$ cat src/rtl/bus_pkg.sv
// Shared types for the line memory bus requester.
// Line format, MESI encoding and requester FSM states.
package bus_pkg;

    typedef enum logic [1:0] {
        MESI_I = 2'b00,
        MESI_S = 2'b01,
        MESI_E = 2'b10,
        MESI_M = 2'b11
    } Tmesi_state;

    typedef struct packed {
        Tmesi_state  mesi;
        logic [63:0] data;
    } Tline;

    typedef enum logic [1:0] {
        ST_IDLE    = 2'd0,
        ST_REQ     = 2'd1,
        ST_XFER    = 2'd2,
        ST_RELEASE = 2'd3
    } Treq_state;

endpackage

$ cat src/rtl/bus_req_timer.sv
// Loadable 8-bit down-counter shared by grant timeout and read latency.
// expired marks the last counted cycle (count == 1).
module bus_req_timer (
    input  logic       clk,
    input  logic       reset,
    input  logic       load,
    input  logic [7:0] load_val,
    output logic       expired
);

    logic [7:0] cnt_q;
    logic [7:0] cnt_d;

    // Load wins; otherwise count down and hold at zero.
    always_comb begin
        cnt_d = cnt_q;
        if (load) begin
            cnt_d = load_val;
        end else if (cnt_q != 8'd0) begin
            cnt_d = cnt_q - 8'd1;
        end
    end

    // Counter register with synchronous clear.
    always_ff @(posedge clk) begin
        if (!reset) begin
            cnt_q <= 8'd0;
        end else begin
            cnt_q <= cnt_d;
        end
    end

    assign expired = (cnt_q == 8'd1);

endmodule

$ cat src/rtl/bus_line_requester.sv
// Requester-side agent: one cache line command per bus tenure.
// Handles grant timeout, preemption retry and stale-grant release.
module bus_line_requester #(
    parameter int ADDR_W  = 32,
    parameter int RD_LAT  = 2,
    parameter int TIMEOUT = 64
) (
    input  logic              clk,
    input  logic              reset,
    input  logic              cmd_valid,
    output logic              cmd_ready,
    input  logic              cmd_we,
    input  logic [ADDR_W-1:0] cmd_addr,
    input  logic [63:0]       cmd_wdata,
    input  logic [1:0]        cmd_mesi,
    output logic              rsp_valid,
    output logic              rsp_err,
    output logic [63:0]       rsp_data,
    output logic [1:0]        rsp_mesi,
    output logic              req,
    input  logic              gnt,
    output logic [ADDR_W-1:0] bus_addr,
    output logic              bus_we,
    output logic [65:0]       write_line,
    input  logic [65:0]       read_line
);

    import bus_pkg::*;

    localparam logic [7:0] TO_LD  = 8'(TIMEOUT);
    localparam logic [7:0] LAT_LD = 8'(RD_LAT);

    Treq_state         state_q, state_d;
    logic              we_q, we_d;
    logic [ADDR_W-1:0] addr_q, addr_d;
    logic [63:0]       wdata_q, wdata_d;
    Tmesi_state        mesi_q, mesi_d;
    logic              rsp_valid_q, rsp_valid_d;
    logic              rsp_err_q, rsp_err_d;
    logic [63:0]       rsp_data_q, rsp_data_d;
    logic [1:0]        rsp_mesi_q, rsp_mesi_d;
    logic              req_q, req_d;
    logic [ADDR_W-1:0] bus_addr_q, bus_addr_d;
    logic              bus_we_q, bus_we_d;
    logic [65:0]       wline_q, wline_d;
    logic              tmr_load;
    logic [7:0]        tmr_val;
    logic              tmr_exp;
    Tline              rline;
    Tline              wline;

    assign cmd_ready = reset && (state_q == ST_IDLE);
    assign rline     = Tline'(read_line);

    bus_req_timer u_timer (
        .clk      (clk),
        .reset    (reset),
        .load     (tmr_load),
        .load_val (tmr_val),
        .expired  (tmr_exp)
    );

    // Next-state, command capture and registered output values.
    always_comb begin
        state_d     = state_q;
        we_d        = we_q;
        addr_d      = addr_q;
        wdata_d     = wdata_q;
        mesi_d      = mesi_q;
        rsp_valid_d = 1'b0;
        rsp_err_d   = 1'b0;
        rsp_data_d  = rsp_data_q;
        rsp_mesi_d  = rsp_mesi_q;
        bus_we_d    = 1'b0;
        tmr_load    = 1'b0;
        tmr_val     = TO_LD;
        unique case (state_q)
            ST_IDLE: begin
                if (cmd_valid && cmd_ready) begin
                    we_d     = cmd_we;
                    addr_d   = cmd_addr;
                    wdata_d  = cmd_wdata;
                    mesi_d   = Tmesi_state'(cmd_mesi);
                    tmr_load = 1'b1;
                    state_d  = ST_REQ;
                end
            end
            ST_REQ: begin
                if (gnt) begin
                    bus_we_d = we_q;
                    tmr_load = 1'b1;
                    tmr_val  = LAT_LD;
                    state_d  = ST_XFER;
                end else if (tmr_exp) begin
                    rsp_valid_d = 1'b1;
                    rsp_err_d   = 1'b1;
                    state_d     = ST_RELEASE;
                end
            end
            ST_XFER: begin
                if (!gnt) begin
                    tmr_load = 1'b1;
                    state_d  = ST_REQ;
                end else if (we_q) begin
                    rsp_valid_d = 1'b1;
                    state_d     = ST_RELEASE;
                end else if (tmr_exp) begin
                    rsp_valid_d = 1'b1;
                    rsp_data_d  = rline.data;
                    rsp_mesi_d  = rline.mesi;
                    state_d     = ST_RELEASE;
                end
            end
            ST_RELEASE: begin
                if (!gnt) begin
                    state_d = ST_IDLE;
                end
            end
            default: state_d = ST_IDLE;
        endcase
        wline.mesi = mesi_q;
        wline.data = wdata_q;
        req_d      = (state_d == ST_REQ) || (state_d == ST_XFER);
        bus_addr_d = req_d ? addr_d : '0;
        wline_d    = bus_we_d ? wline : '0;
    end

    // State, captured command and registered outputs.
    always_ff @(posedge clk) begin
        if (!reset) begin
            state_q     <= ST_IDLE;
            we_q        <= 1'b0;
            addr_q      <= '0;
            wdata_q     <= '0;
            mesi_q      <= MESI_I;
            rsp_valid_q <= 1'b0;
            rsp_err_q   <= 1'b0;
            rsp_data_q  <= '0;
            rsp_mesi_q  <= '0;
            req_q       <= 1'b0;
            bus_addr_q  <= '0;
            bus_we_q    <= 1'b0;
            wline_q     <= '0;
        end else begin
            state_q     <= state_d;
            we_q        <= we_d;
            addr_q      <= addr_d;
            wdata_q     <= wdata_d;
            mesi_q      <= mesi_d;
            rsp_valid_q <= rsp_valid_d;
            rsp_err_q   <= rsp_err_d;
            rsp_data_q  <= rsp_data_d;
            rsp_mesi_q  <= rsp_mesi_d;
            req_q       <= req_d;
            bus_addr_q  <= bus_addr_d;
            bus_we_q    <= bus_we_d;
            wline_q     <= wline_d;
        end
    end

    assign rsp_valid  = rsp_valid_q;
    assign rsp_err    = rsp_err_q;
    assign rsp_data   = rsp_data_q;
    assign rsp_mesi   = rsp_mesi_q;
    assign req        = req_q;
    assign bus_addr   = bus_addr_q;
    assign bus_we     = bus_we_q;
    assign write_line = wline_q;

endmodule

$ cat config.mk
export PLATFORM = sky130hd
export DESIGN_NAME = bus_line_requester
export DESIGN_NICKNAME = d
export VERILOG_FILES = /design/src/rtl/bus_pkg.sv /design/src/rtl/bus_req_timer.sv /design/src/rtl/bus_line_requester.sv
export SDC_FILE = /design/constraint.sdc
export NUM_CORES = 1
export LEC_CHECK = 0
export CORE_MARGIN = 3
export CORE_UTILIZATION = 48
export DETAILED_ROUTE_END_ITERATION = 10
export GPL_ROUTABILITY_DRIVEN = 0
export PLACE_DENSITY = 0.95
export SYNTH_ARGS = -nofsm -noshare
export SYNTH_HDL_FRONTEND = slang
export SYNTH_SLANG_ARGS = --single-unit
$ cat constraint.sdc
create_clock -name clk -period 4.41 [get_ports clk]
set_input_delay 0.882 -clock clk [delete_from_list [all_inputs] [get_ports clk]]
set_output_delay 0.882 -clock clk [all_outputs]
set_load 0.02 [all_outputs]
# --- Word-level counts from Yosys, hierarchy flattened ---
# Index checks and enable logic that the tools add are counted.
word_totals:
  regBits: 277
  inputBits: 169
  output_inout_bits: 169
  wordCells: 57
classes:
  add_sub_neg: 1
  eq_ne: 6
  n_mux: 24
  n_bitwise: 1
  reduce_logical: 11
ops:
  columns: ["op", "count"]
  rows:
  - ["two-way mux 32 bit", 2]
  - ["two-way mux 8 bit", 2]
  - ["two-way mux 7 bit", 2]
  - ["two-way mux 2 bit", 6]
  - ["two-way mux 1 bit", 9]
  - ["== test 8 x 1 -> 1 bit (second input constant)", 1]
  - ["case mux 2 bit (4 select lines)", 1]
  - ["AND reduction 2 bit", 4]
  - ["nonzero test 8 bit", 1]
  - ["subtractor 8 x 1 -> 8 bit (second input constant)", 1]
  - ["== test 2 bit (second input constant)", 3]
  - ["== test 2 x 1 -> 1 bit (second input constant)", 2]
  - ["AND reduction 4 bit", 1]
  - ["case mux 1 bit (3 select lines)", 1]
  - ["logical AND 1 bit", 2]
  - ["zero test 2 bit", 1]
  - ["case mux 1 bit (2 select lines)", 1]
  - ["nonzero test 2 bit", 1]
  - ["logical OR 1 bit", 1]
  - ["NOT 1 bit", 1]

# --- Longest topological paths before layout ---
# Gate-level depths: netlist of the first run.
depth:
  word_depth: 8
  mapped_depth: 10

# --- By module ---
# From an unflattened synthesis of the first run, not the netlist that was laid out.
hier_totals:
  cells_unflattened: 1071
  hier_area_um2: 10156.0
by_module_without_submodules:
  columns: ["mod", "n_inst", "cells_per_inst", "area_per_inst_um2", "seq_area_each_um2"]
  rows:
  - ["bus_line_requester", 1, 1018, 9659.3, 5385.2]
  - ["bus_req_timer", 1, 53, 496.7, 160.2]

# --- Worst setup path before layout of the first run ---
# No wires, ideal clock.
synth_timing:
  kind: "input to register"
  start: "input port gnt"
  end: "register req_q, in the netlist req"
  arrival_ns: 2.202
  slack_ns: 2.077
  cell_stages: 7
  path_buffers: 2
  path_cell_list: "clkbuf_1 > a21oi_1 > nand4b_1 > a41o_1 > a211oi_4 > buf_6 > nor3_1"
synth_between:
  elab_chain_cells: 4
synth_rtl:
  columns: ["element", "line", "text"]
  rows:
  - ["from (decl)", "bus_line_requester.sv:21", "input logic gnt,"]
  - ["two-way mux 2 bit, on equally long branches", "bus_line_requester.sv:115, bus_line_requester.sv:89, bus_line_requester.sv:101", null]
  - ["case mux 2 bit (4 select lines) *", "bus_line_requester.sv:77", "unique case (state_q)"]
  - ["== test 2 x 1 -> 1 bit / == test 2 bit (equally long branches)", "bus_line_requester.sv:123", "req_d = (state_d == ST_REQ) || (state_d == ST_XFER);"]
  - ["logical OR 1 bit *", "bus_line_requester.sv:123", null]
  - ["to (signal assigned)", "bus_line_requester.sv:154", "req_q <= req_d;"]
  - ["to (decl)", "bus_line_requester.sv:42", "logic req_q, req_d;"]
# Mark *: on every way between the ends. The rest lies on a longest branch, timed or not.
# A chain may end at the register's enable or synchronous reset.

# --- Final worst setup path of the first run ---
layout_timing:
  start: "register state_q[0]"
  end: "output port cmd_ready"
layout_between:
  elab_chain_cells: 2
layout_rtl:
  columns: ["element", "line", "text"]
  rows:
  - ["from (decl)", "bus_line_requester.sv:33", "Treq_state state_q, state_d;"]
  - ["from (signal assigned)", "bus_line_requester.sv:145", "state_q <= state_d;"]
  - ["zero test 2 bit", "bus_line_requester.sv:52", "assign cmd_ready = reset && (state_q == ST_IDLE);"]
  - ["logical AND 1 bit", "bus_line_requester.sv:52", null]
  - ["to (decl)", "bus_line_requester.sv:11", "output logic cmd_ready,"]
# No other way between the ends.

==> Implementation_results.wiki, run 1 <==
{| class="wikitable"
! Metric !! Value
|-
| Cell type with the highest aggregate area in the netlist || sky130_fd_sc_hd__dfxtp_1
|-
| Top-area cell type share of the netlist area || 60.3%
|-
| Remaining antenna violation count || 0
|-
| Avg WL per Cell || between 15 and 20 um
|-
| Post-Synthesis Mean Instance Area || around 9 um2
|-
| Dominant combinational cell family by area after synthesis || simple AND/OR/NAND/NOR gates
|-
| Level count of the clock H-tree || 1
|-
| Min Clock Period, post-route || 3100 ps
|-
| Cell with the most instances after synthesis || sky130_fd_sc_hd__nand2_1
|-
| Post-synth top cells || sky130_fd_sc_hd__nand2_1 (341), sky130_fd_sc_hd__dfxtp_1 (277), sky130_fd_sc_hd__a21oi_1 (103), sky130_fd_sc_hd__o21ai_0 (70), sky130_fd_sc_hd__and2_1 (67)
|-
| Number of clock sinks || ~280
|-
| Post-CTS Setup Repair Bufs || 0
|-
| Share of post-route cells with drive strength above 1 || under 10%
|-
| Register clock-pin slew on the reported worst setup and hold paths || around 60 ps
|-
| Final WL || around 25 mm
|-
| Fin. max-slew vios || 0
|-
| Clock Path Buffers || 3
|-
| Detailed Route Iter0 Violations || roughly 340
|-
| CTS buffer count || 27
|-
| Most used routing layer in global routing || met2
|-
| Run status || completed
|-
| Remaining global-route overflow || 0
|-
| Vias per Instance || ~5
|-
| Largest net degree at the start of global routing || 117
|-
| Post-detailed-route DRC marker count || 0
|-
| Final nets || approximately 1,500
|-
| Post-synthesis share of cell area spent on and, or, nand and nor gates || 23.3%
|-
| Unique cell type count in the Yosys netlist || 39
|-
| CP Max Fanout || 6
|-
| Net count after synthesis || roughly 1,200
|-
| CTS tree || yes
|-
| Hold buffer count at CTS || 0
|-
| Areal power density over the cells || approximately 400 nW/um2
|-
| I/O pin total || roughly 340
|-
| Setup violation total in the final timing report || 0
|-
| Buffers plus inverters on the worst setup path || 2
|-
| Part of the Yosys area used for sequential elements || 60.3%
|-
| Die X || 144 um
|-
| Dominant cells by area after synthesis || sky130_fd_sc_hd__dfxtp_1 (60%), sky130_fd_sc_hd__nand2_1 (14%), sky130_fd_sc_hd__a21oi_1 (5.6%), sky130_fd_sc_hd__and2_1 (4.6%), sky130_fd_sc_hd__o21ai_0 (3.8%)
|-
| Final period util || between 70 and 80%
|-
| Cells along the critical path || inv_1 -> ha_1 -> and2_1 -> clkdlybuf4s50_1
|-
| FP Rows || 50
|-
| Yosys reg bits || roughly 280
|-
| Pin slew with the least headroom to its limit || roughly 950 ps
|-
| Count of warnings emitted by yosys || 0
|-
| Quantity of I/O buffers inserted on ports || approximately 340
|-
| Final cell utilization of the core || between 70 and 80%
|-
| Mapped cell area || roughly 9200 um2
|-
| Met3 Resource Use GR || ~7.5%
|-
| Longest individual stage delay on the worst path || 610 ps
|-
| Vias in the first global route || 7,804
|-
| Path type of the worst min-delay path || register to register
|-
| Adder-cell area share of the yosys netlist || less than 1%
|-
| Maximum clock skew at final layout || 8.55 ps
|-
| Core Region || around 19,000 um2
|-
| Worst vdd ir || between 0.3 and 0.4 mV
|-
| Synth-to-layout area growth || 46.9%
|-
| Global routing usage on met1 || 24.7%
|-
| Leak || 4.92 nW
|-
| Routed via count || slightly below 8,000
|-
| Detailed placer's ending HPWL || between 15 and 20 mm
|-
| Predominant post-synthesis flop cell || sky130_fd_sc_hd__dfxtp_1
|-
| Mux contribution to synthesized area || 0%
|-
| Setup repair after global routing missed its margin || false
|-
| Number of synthesized flops with an enable pin || 0
|-
| Clk Tree Root Cell || sky130_fd_sc_hd__clkbuf_16
|-
| Global-route wire length before repair || 38.6 mm
|-
| Worst Path Arrival || between 2000 and 2500 ps
|-
| Slew headroom || between 30% and 40%
|-
| Sum of negative setup slack || 0 ps
|-
| Final hold violation count || 0
|-
| Worst Path Required || 3530 ps
|-
| Overall Global Routing Usage || 22.8%
|-
| Met2 usage || between 40% and 50%
|-
| Starting density of the core || between 40% and 50%
|-
| Post-synthesis compound-gate area fraction || a little over a tenth
|-
| Gates resized, CTS repair || 0
|-
| Slowest CP cell || sky130_fd_sc_hd__clkdlybuf4s50_1
|-
| Critical path endpoint category || output pin
|-
| N_diodes || 0
|-
| Ys async rst share || 0%
|-
| Synthesized instance count || ~1,000
|-
| Initial antenna violation count || 0
|-
| Chip height || ~140 um
|-
| TritonRoute pass-1 iters || 4
|-
| Achievable Freq || roughly 320 MHz
|-
| Area of the die || roughly 21,000 um2
|-
| Largest delay share family, worst path || buffers and inverters
|-
| Clk_lat worst skew || ~540 ps
|-
| Startpoint types || register
|-
| Critical path start-end classification || register to output pin
|-
| Number of maximum-capacitance violations || 0
|-
| Fraction of synthesized cell area in xor and xnor cells || less than 1%
|}
==> metrics by stage <==
step                power [mW]  area [um2]  instances  worst slack [ps]  hold slack, ps
global placement          3.20       12600       1542              1150             435
detailed placement        3.23       12600       1542              1090             442
floorplan                 3.00        9200       1030              2080             430
finish                    5.47       13500       1592              1310             450
global route              5.68       13500       1592              1250             469
CTS                       5.52       13500       1592              1320             453
==> layout by cell type, fill, tap and decap left out, types with 5 or more instances in the layout <==
master                            netlist  layout
sky130_fd_sc_hd__nor3b_1               31      31
sky130_fd_sc_hd__a21oi_1              103     103
sky130_fd_sc_hd__o21ai_0               70      70
sky130_fd_sc_hd__nand2_1              341     341
sky130_fd_sc_hd__clkbuf_16              0      27
sky130_fd_sc_hd__inv_1                  6       5
sky130_fd_sc_hd__clkdlybuf4s50_1        0     336
sky130_fd_sc_hd__clkinv_2               0       9
sky130_fd_sc_hd__nor2_1                14      13
sky130_fd_sc_hd__dfxtp_1              277     277
sky130_fd_sc_hd__and2_1                67      67
sky130_fd_sc_hd__clkbuf_1              47       5
sky130_fd_sc_hd__ha_1                   7       7
sky130_fd_sc_hd__buf_4                  5      11
==> layout make-up <==
class                           instances  area [um2]
Clock inverter                         18         198
Clock buffer                           32         694
Inverter                                6        23.8
Sequential cell                       277        5550
Multi-Input combinational cell        677        3310
Timing Repair Buffer                  348        3450
Fill cell                            1269        5250
Tap cell                              234         293
==> logic make-up (layout without fill, tap and decap cells) <==
logic type | after synthesis | count (layout)
flops | 277 | 277
xor+xnor | 6 | 6
compound gates | 188 | 188
simple gates | 476 | 476
buf+inv | 76 | 404
fa+ha+maj | 7 | 7
==> per-layer routing <==
layer / vias up / part of all wire [%]
met5: - / 0
met4: 0 / 4.2
met3: 79 / 9.1
met2: 295 / 50
met1: 3604 / 37
li1: 3930 / -
==> where the power goes <==
group / internal, mW / leakage, nW / switching [mW]
Clock: 1.32 / 0.431 / 0.978
Combinational: 0.275 / 2.24 / 0.246
Sequential: 2.59 / 2.25 / 0.0626
==> sequential cells by signal, summed over array words and instances (netlist names) <==
signal and count:
wdata_q 64, rsp_data 64, bus_we 1, write_line 66
u_timer.cnt_q 8, addr_q 32, we_q 1, rsp_err 1
state_q 2, rsp_mesi 2, bus_addr 32, req 1
rsp_valid 1, mesi_q 2
==> worst register-to-register path: cells and delay by family (launching register included) <==
family / cells / cell delay, ps
adders and majority gates: 1 / 350
DFF: 1 / 370
AOI/OAI and AO/OA: 1 / 310
and+or+nand+nor: 1 / 640
buffers and inverters: 2 / 950
==> worst paths after layout <==
kind / startpoint / endpoint / slack [ps] / depth (start not counted)
worst min register to register: rsp_data[1] / rsp_data[1] / 450 / 2
worst min-delay path: rsp_data[1] / rsp_data[1] / 450 / 2
worst max register to register: state_q[0] / wdata_q[51] / 1620 / 5
worst max-delay path: state_q[0] / cmd_ready / 1310 / 4
Note: power is estimated with default switching activity, not from simulation.
==> run 2: changes to the inputs <==
CORE_UTILIZATION = 40   (was 48)
PLACE_DENSITY = 0.86   (was 0.95)
clock period = 2.65 ns   (was 4.41 ns; I/O delays follow)
==> run 2 against run 1 <==
- core utilization decreased by 10 points
- register-to-register slack got worse by 1200 ps
- sequential share of layout area decreased by 0.71 points
- non-clock buffer count increased by 7
- critical path type unchanged
==> Implementation_results.wiki, run 2 (synthesis results as in run 1) <==
{| class="wikitable"
! Metric !! Value
|-
| Final WL || between 20 and 30 mm
|-
| Setup violation total in the final timing report || 0
|-
| Final period util || about nine tenths
|-
| Area taken by flip-flops and latches || 5550 um2
|-
| Avg WL per Cell || 15.4 um
|-
| Die X || around 160 um
|-
| Critical path endpoint category || output pin
|-
| Register clock-pin slew on the reported worst setup and hold paths || around 60 ps
|-
| Clock Path Buffers || 3
|-
| Longest individual stage delay on the worst path || between 400 and 500 ps
|-
| Post-detailed-route DRC marker count || 0
|-
| Cells along the critical path || inv_1 -> ha_1 -> and2_1 -> dlygate4sd2_1
|-
| Buffers plus inverters on the worst setup path || 2
|-
| Areal power density over the cells || between 600 and 700 nW/um2
|-
| Critical path start-end classification || register to output pin
|-
| Setup repair after global routing missed its margin || false
|-
| Fin. max-slew vios || 0
|-
| Initial antenna violation count || 1
|-
| Overall Global Routing Usage || a little under a fifth
|-
| Remaining antenna violation count || 0
|-
| Run status || completed
|-
| Starting density of the core || between 40 and 50%
|-
| Max FFs per register || 66
|-
| Path type of the worst min-delay path || input port to register
|-
| Number of maximum-capacitance violations || 0
|-
| Min Clock Period, post-route || between 2000 and 2500 ps
|-
| Detailed placer's ending HPWL || around 18 mm
|-
| Slowest CP cell || sky130_fd_sc_hd__dfxtp_1
|-
| Area taken by multi-input logic gates || 3310 um2
|-
| Leak || around 5.0 nW
|-
| CTS tree || yes
|-
| Slew headroom || 52.9%
|-
| Detailed Route Iter0 Violations || about 500
|-
| Final nets || 1,521
|-
| Largest net degree at the start of global routing || 87
|-
| Achievable Freq || about 420 MHz
|-
| Share of post-route cells with drive strength above 1 || between 5 and 6%
|-
| I/O pin total || 338
|-
| Worst Path Required || around 2100 ps
|-
| Pin slew with the least headroom to its limit || between 700 and 800 ps
|-
| CP Max Fanout || 6
|-
| TritonRoute pass-1 iters || 5
|-
| Maximum clock skew at final layout || between 9 and 10 ps
|-
| FP Rows || 54
|-
| Worst Path Arrival || ~1900 ps
|-
| Area of the die || approximately 25,000 um2
|-
| Vias per Instance || 4.81
|-
| Largest delay share family, worst path || buffers and inverters
|-
| Startpoint types || register
|-
| Tot Pwr || just over 9 mW
|-
| Synth-to-layout area growth || 49.4%
|-
| Clk Tree Root Cell || sky130_fd_sc_hd__clkbuf_16
|-
| Level count of the clock H-tree || 1
|-
| Worst vdd ir || between 0.5 and 0.6 mV
|-
| Clk_lat worst skew || about 520 ps
|-
| Quantity of I/O buffers inserted on ports || about 340
|-
| Sum of negative setup slack || 0 ps
|-
| Filler Cell Count || roughly 1,800
|-
| Commonest non-fill, non-tap cells in the layout || sky130_fd_sc_hd__nand2_1 (341), sky130_fd_sc_hd__clkdlybuf4s50_1 (335), sky130_fd_sc_hd__dfxtp_1 (277), sky130_fd_sc_hd__a21oi_1 (103), sky130_fd_sc_hd__o21ai_0 (70)
|-
| CTS buffer count || 28
|-
| Chip height || 158 um
|-
| Remaining global-route overflow || 0
|-
| Routed via count || just under 8,000
|-
| Vias in the first global route || roughly 7,800
|-
| Number of clock sinks || about 280
|-
| Commonest non-fill, non-tap cell in the layout || sky130_fd_sc_hd__nand2_1
|-
| Global-route wire length before repair || just under 40 mm
|-
| Core Region || approximately 22,000 um2
|-
| Final hold violation count || 0
|}
run 2: cell count changes in the layout (fill, tap and decap cells not counted), sizes merged:
cell / delta
diode: +1
inv: -1
clkinv: -5
buf: +7
dlygate4sd2: +1
clkbuf: +6
clkdlybuf4s50: -1
clkinvlp: -4
run 2: repair_timing:
item,in CTS,in global routing
setup buffers,0,0
hold buffers,0,0
resized for setup,1,0
endpoints found under the setup margin,1,0
run 2: layout make-up:
| type | count | area share (%) |
|---|---|---|
| inverters | 6 | 0.173 |
| diodes | 1 | 0.0182 |
| repair buffers | 355 | 26.0 |
| well taps | 280 | 2.55 |
| clock inverters | 8 | 0.892 |
| clock buffers | 38 | 5.96 |
| flip-flops and latches | 277 | 40.3 |
| multi-input cells | 677 | 24.1 |
run 2: power by group:
group	switching [mW]	total, mW	internal [mW]
combinational	0.412	0.882	0.470
sequential	0.0995	4.41	4.31
clock	1.56	3.99	2.43
total	2.07	9.29	7.22
run 2: routing by layer:
layer / share of wire [%] / up-vias / global-route usage [%]
met5: 0 / - / 0
met4: 2.8 / 0 / 6.69
met3: 7.1 / 47 / 4.16
met2: 52 / 276 / 35.3
met1: 39 / 3638 / 21.5
li1: - / 3938 / -
run 2: metrics by stage:
| stage | hold slack, ps | instance area [um2] | utilization (%) | cells | setup WS [ps] |
|---|---|---|---|---|---|
| final | 351 | 13800 | 61.9 | 1642 | 258 |
| after global routing | 345 | 13800 | 61.9 | 1642 | 146 |
| after CTS | 333 | 13800 | 61.9 | 1641 | 242 |
| after detailed placement | 440 | 12800 | 57.6 | 1595 | 257 |
| after global placement | 435 | 12800 | 57.6 | 1595 | 373 |
| after floorplan | 430 | 9200 | - | 1030 | 644 |
run 2: worst paths after layout:
| kind | cells after the start | slack, ps | start | end |
|---|---|---|---|---|
| setup / recovery | 4 | 260 | state_q[0] | cmd_ready |
| hold / removal | 2 | 350 | reset | u_timer.cnt_q[1] |
| setup reg to reg | 8 | 400 | state_q[0] | bus_addr[12] |
| hold reg to reg | 1 | 450 | wdata_q[23] | write_line[23] |
run 2: worst reg2reg max path: cells and delay by family (launching register included):
kind                     cells  cell delay, ps
AO/OA/AOI/OAI                2             440
flip-flops                   1             430
AND/OR/NAND/NOR              3             590
adder cells (fa/ha/maj)      1             280
buffers and inverters        2             400
==> run 3: changes to the inputs <==
clock period = 2 ns   (was 2.65 ns; I/O delays follow)
==> run 3 against run 2 <==
- sequential power is 33% higher
- design area grew 1.3%
- power increased by 32%
- combinational power grew 51%
- cell count is 0.97% higher
- core utilization is 0.78 points higher
- clock power increased by 26%
- largest cell class unchanged
==> Implementation_results.wiki, run 3 (synthesis results as in run 1) <==
{| class="wikitable"
! Metric !! Value
|-
| Met2 usage || 35.4%
|-
| Hold Path Origin || reset
|-
| Startpoint types || register
|-
| CP Max Fanout || 12
|-
| Slowest CP cell || sky130_fd_sc_hd__dfxtp_1
|-
| Fin. max-slew vios || 0
|-
| FP Rows || 54
|-
| Avg WL per Cell || 15.4 um
|-
| Final nets || 1,537
|-
| Clk Tree Root Cell || sky130_fd_sc_hd__clkbuf_16
|-
| Cell repeated most along the worst path || sky130_fd_sc_hd__buf_4
|-
| Detailed Route Iter0 Violations || ~500
|-
| Vias per Instance || 4.80
|-
| TritonRoute pass-1 iters || 5
|-
| Commonest non-fill, non-tap cells in the layout || sky130_fd_sc_hd__nand2_1 (341), sky130_fd_sc_hd__clkdlybuf4s50_1 (335), sky130_fd_sc_hd__dfxtp_1 (275), sky130_fd_sc_hd__a21oi_1 (103), sky130_fd_sc_hd__o21ai_0 (70)
|-
| Worst Path Required || roughly 2400 ps
|-
| Number of cell instances on the worst register-to-register path || 7
|-
| Slew headroom || between 50% and 60%
|-
| Die X || roughly 160 um
|-
| Global-route wire length before repair || ~39 mm
|-
| Sum of negative setup slack || 0 ps
|-
| Areal power density over the cells || a little under 900 nW/um2
|-
| Starting density of the core || between 40 and 50%
|-
| Remaining global-route overflow || 0
|-
| Achievable Freq || just over 500 MHz
|-
| Pin slew with the least headroom to its limit || roughly 700 ps
|-
| Final cell utilization of the core || 62.7%
|-
| N_diodes || 0
|-
| Global routing usage on met1 || a little over a fifth
|-
| Post-route insts no fill || approximately 1,700
|-
| Final WL || approximately 25 mm
|-
| Final hold violation count || 0
|-
| Net switching power figure || about 2.8 mW
|-
| Launch point of the worst reg-to-reg path || u_timer.cnt_q[4]
|-
| Longest individual stage delay on the worst path || between 300 and 400 ps
|-
| Routed via count || ~8,000
|-
| Detailed placer's ending HPWL || roughly 18 mm
|-
| Run status || completed
|-
| Path type of the worst min-delay path || input port to register
|-
| Post-Place Cells || roughly 1,600
|-
| Quantity of I/O buffers inserted on ports || roughly 340
|-
| Final period util || ~97%
|-
| Number of clock sinks || 277
|-
| Leak || roughly 5.1 nW
|-
| Switching part of the total || between 20 and 25%
|-
| Maximum clock skew at final layout || ~11 ps
|-
| Commonest non-fill, non-tap cell in the layout || sky130_fd_sc_hd__nand2_1
|-
| Worst Path Arrival || 2340 ps
|-
| Hold path cells || 3
|-
| Terminus of the critical flop-to-flop path || bus_addr[23]
|-
| CTS buffer count || 28
|-
| Number of maximum-capacitance violations || 0
|-
| CTS tree || yes
|-
| Max FFs per register || between 60 and 70
|-
| Setup slack of the worst register-to-register path || 70 ps
|-
| Met3 Resource Use GR || about 4.5%
|-
| Largest net degree at the start of global routing || between 60 and 70
|-
| Chip height || roughly 160 um
|-
| Slack of the critical path || between 60 and 70 ps
|-
| Level count of the clock H-tree || 1
|-
| Register share of total power || ~48%
|-
| Clock Path Buffers || 3
|-
| Cells along the critical path || nor4_4 -> buf_4 -> nand4b_1 -> a41o_1 -> a211oi_4 -> buf_4 -> nor3b_1
|-
| Area of the die || 24,900 um2
|-
| Remaining antenna violation count || 0
|-
| Worst vdd ir || ~0.63 mV
|-
| Clk_lat worst skew || roughly 520 ps
|-
| Post-detailed-placement cell area || 13,000 um2
|-
| Setup violation total in the final timing report || 0
|-
| Internal Pwr Total || around 9.5 mW
|-
| Synth-to-layout area growth || 51.3%
|-
| Post-layout instance area || ~14,000 um2
|-
| WHS Endpoint || we_q
|-
| Worst slack on hold paths || 268 ps
|-
| I/O pin total || about 340
|-
| Share of post-route cells with drive strength above 1 || 6.82%
|-
| Most used routing layer in global routing || met2
|-
| Fraction of power consumed by the clock network || about two fifths
|-
| Post-placement setup slack || -157 ps
|-
| Core Region || 22,200 um2
|-
| Register clock-pin slew on the reported worst setup and hold paths || 60 ps
|-
| Critical path endpoint category || register
|-
| Tot Pwr || 12.2 mW
|-
| Initial antenna violation count || 0
|-
| Overall Global Routing Usage || a little under a fifth
|-
| Vias in the first global route || between 7,000 and 8,000
|-
| Post-detailed-route DRC marker count || 0
|-
| Part of the power in combinational logic || 10.9%
|-
| Critical path start-end classification || register to register
|-
| Min Clock Period, post-route || ~1900 ps
|}
==> run 3: timing repair <==
item | in CTS | in global routing
gates resized for setup | 7 | 7
pin swaps | 1 | 1
setup buffers | 0 | 3
setup endpoints to repair | 13 | 33
hold buffers | 0 | 0
==> run 3: worst max-delay path, delay by kind of cell (launching register included) <==
family          cells  cell delay (ps)
compound gates      2              550
simple gates        3              480
buf+inv             2              420
flops               1              360
==> run 3: layout make-up <==
type,instances,area (um2)
Fill cell,1742,8300
Sequential cell,277,5550
Timing Repair Buffer,371,3770
Multi-Input combinational cell,677,3340
Clock buffer,41,800
Tap cell,280,350
Clock inverter,6,93.8
Inverter,6,22.5
==> run 3: power by group through the flow <==
stage | sequential, mW | clock [mW] | combinational [mW]
2_1_floorplan | 5.94 | 0 | 0.664
4_1_cts | 5.84 | 5.18 | 1.26
5_1_grt | 5.87 | 5.40 | 1.45
3_3_place_gp | 5.95 | 0 | 1.19
6_report | 5.85 | 5.04 | 1.33
3_5_place_dp | 5.96 | 0 | 1.24
==> run 3: metal layers <==
layer	vias to the layer above	share of wire [%]
li1	3971	-
met1	3637	39
met2	290	51
met3	64	6.9
met4	0	3.4
met5	-	0
==> run 3: how the worst max path moves through the flow <==
stage	startpoint	to	slack (ps)	depth (start not counted)
after floorplan	state_q[0]	req	50	9
after global placement	gnt	bus_addr[24]	-110	7
after detailed placement	gnt	bus_addr[23]	-160	7
after CTS	u_timer.cnt_q[7]	req	9	7
after global routing	state_q[0]	bus_addr[14]	-10	8
final	u_timer.cnt_q[4]	bus_addr[23]	70	7
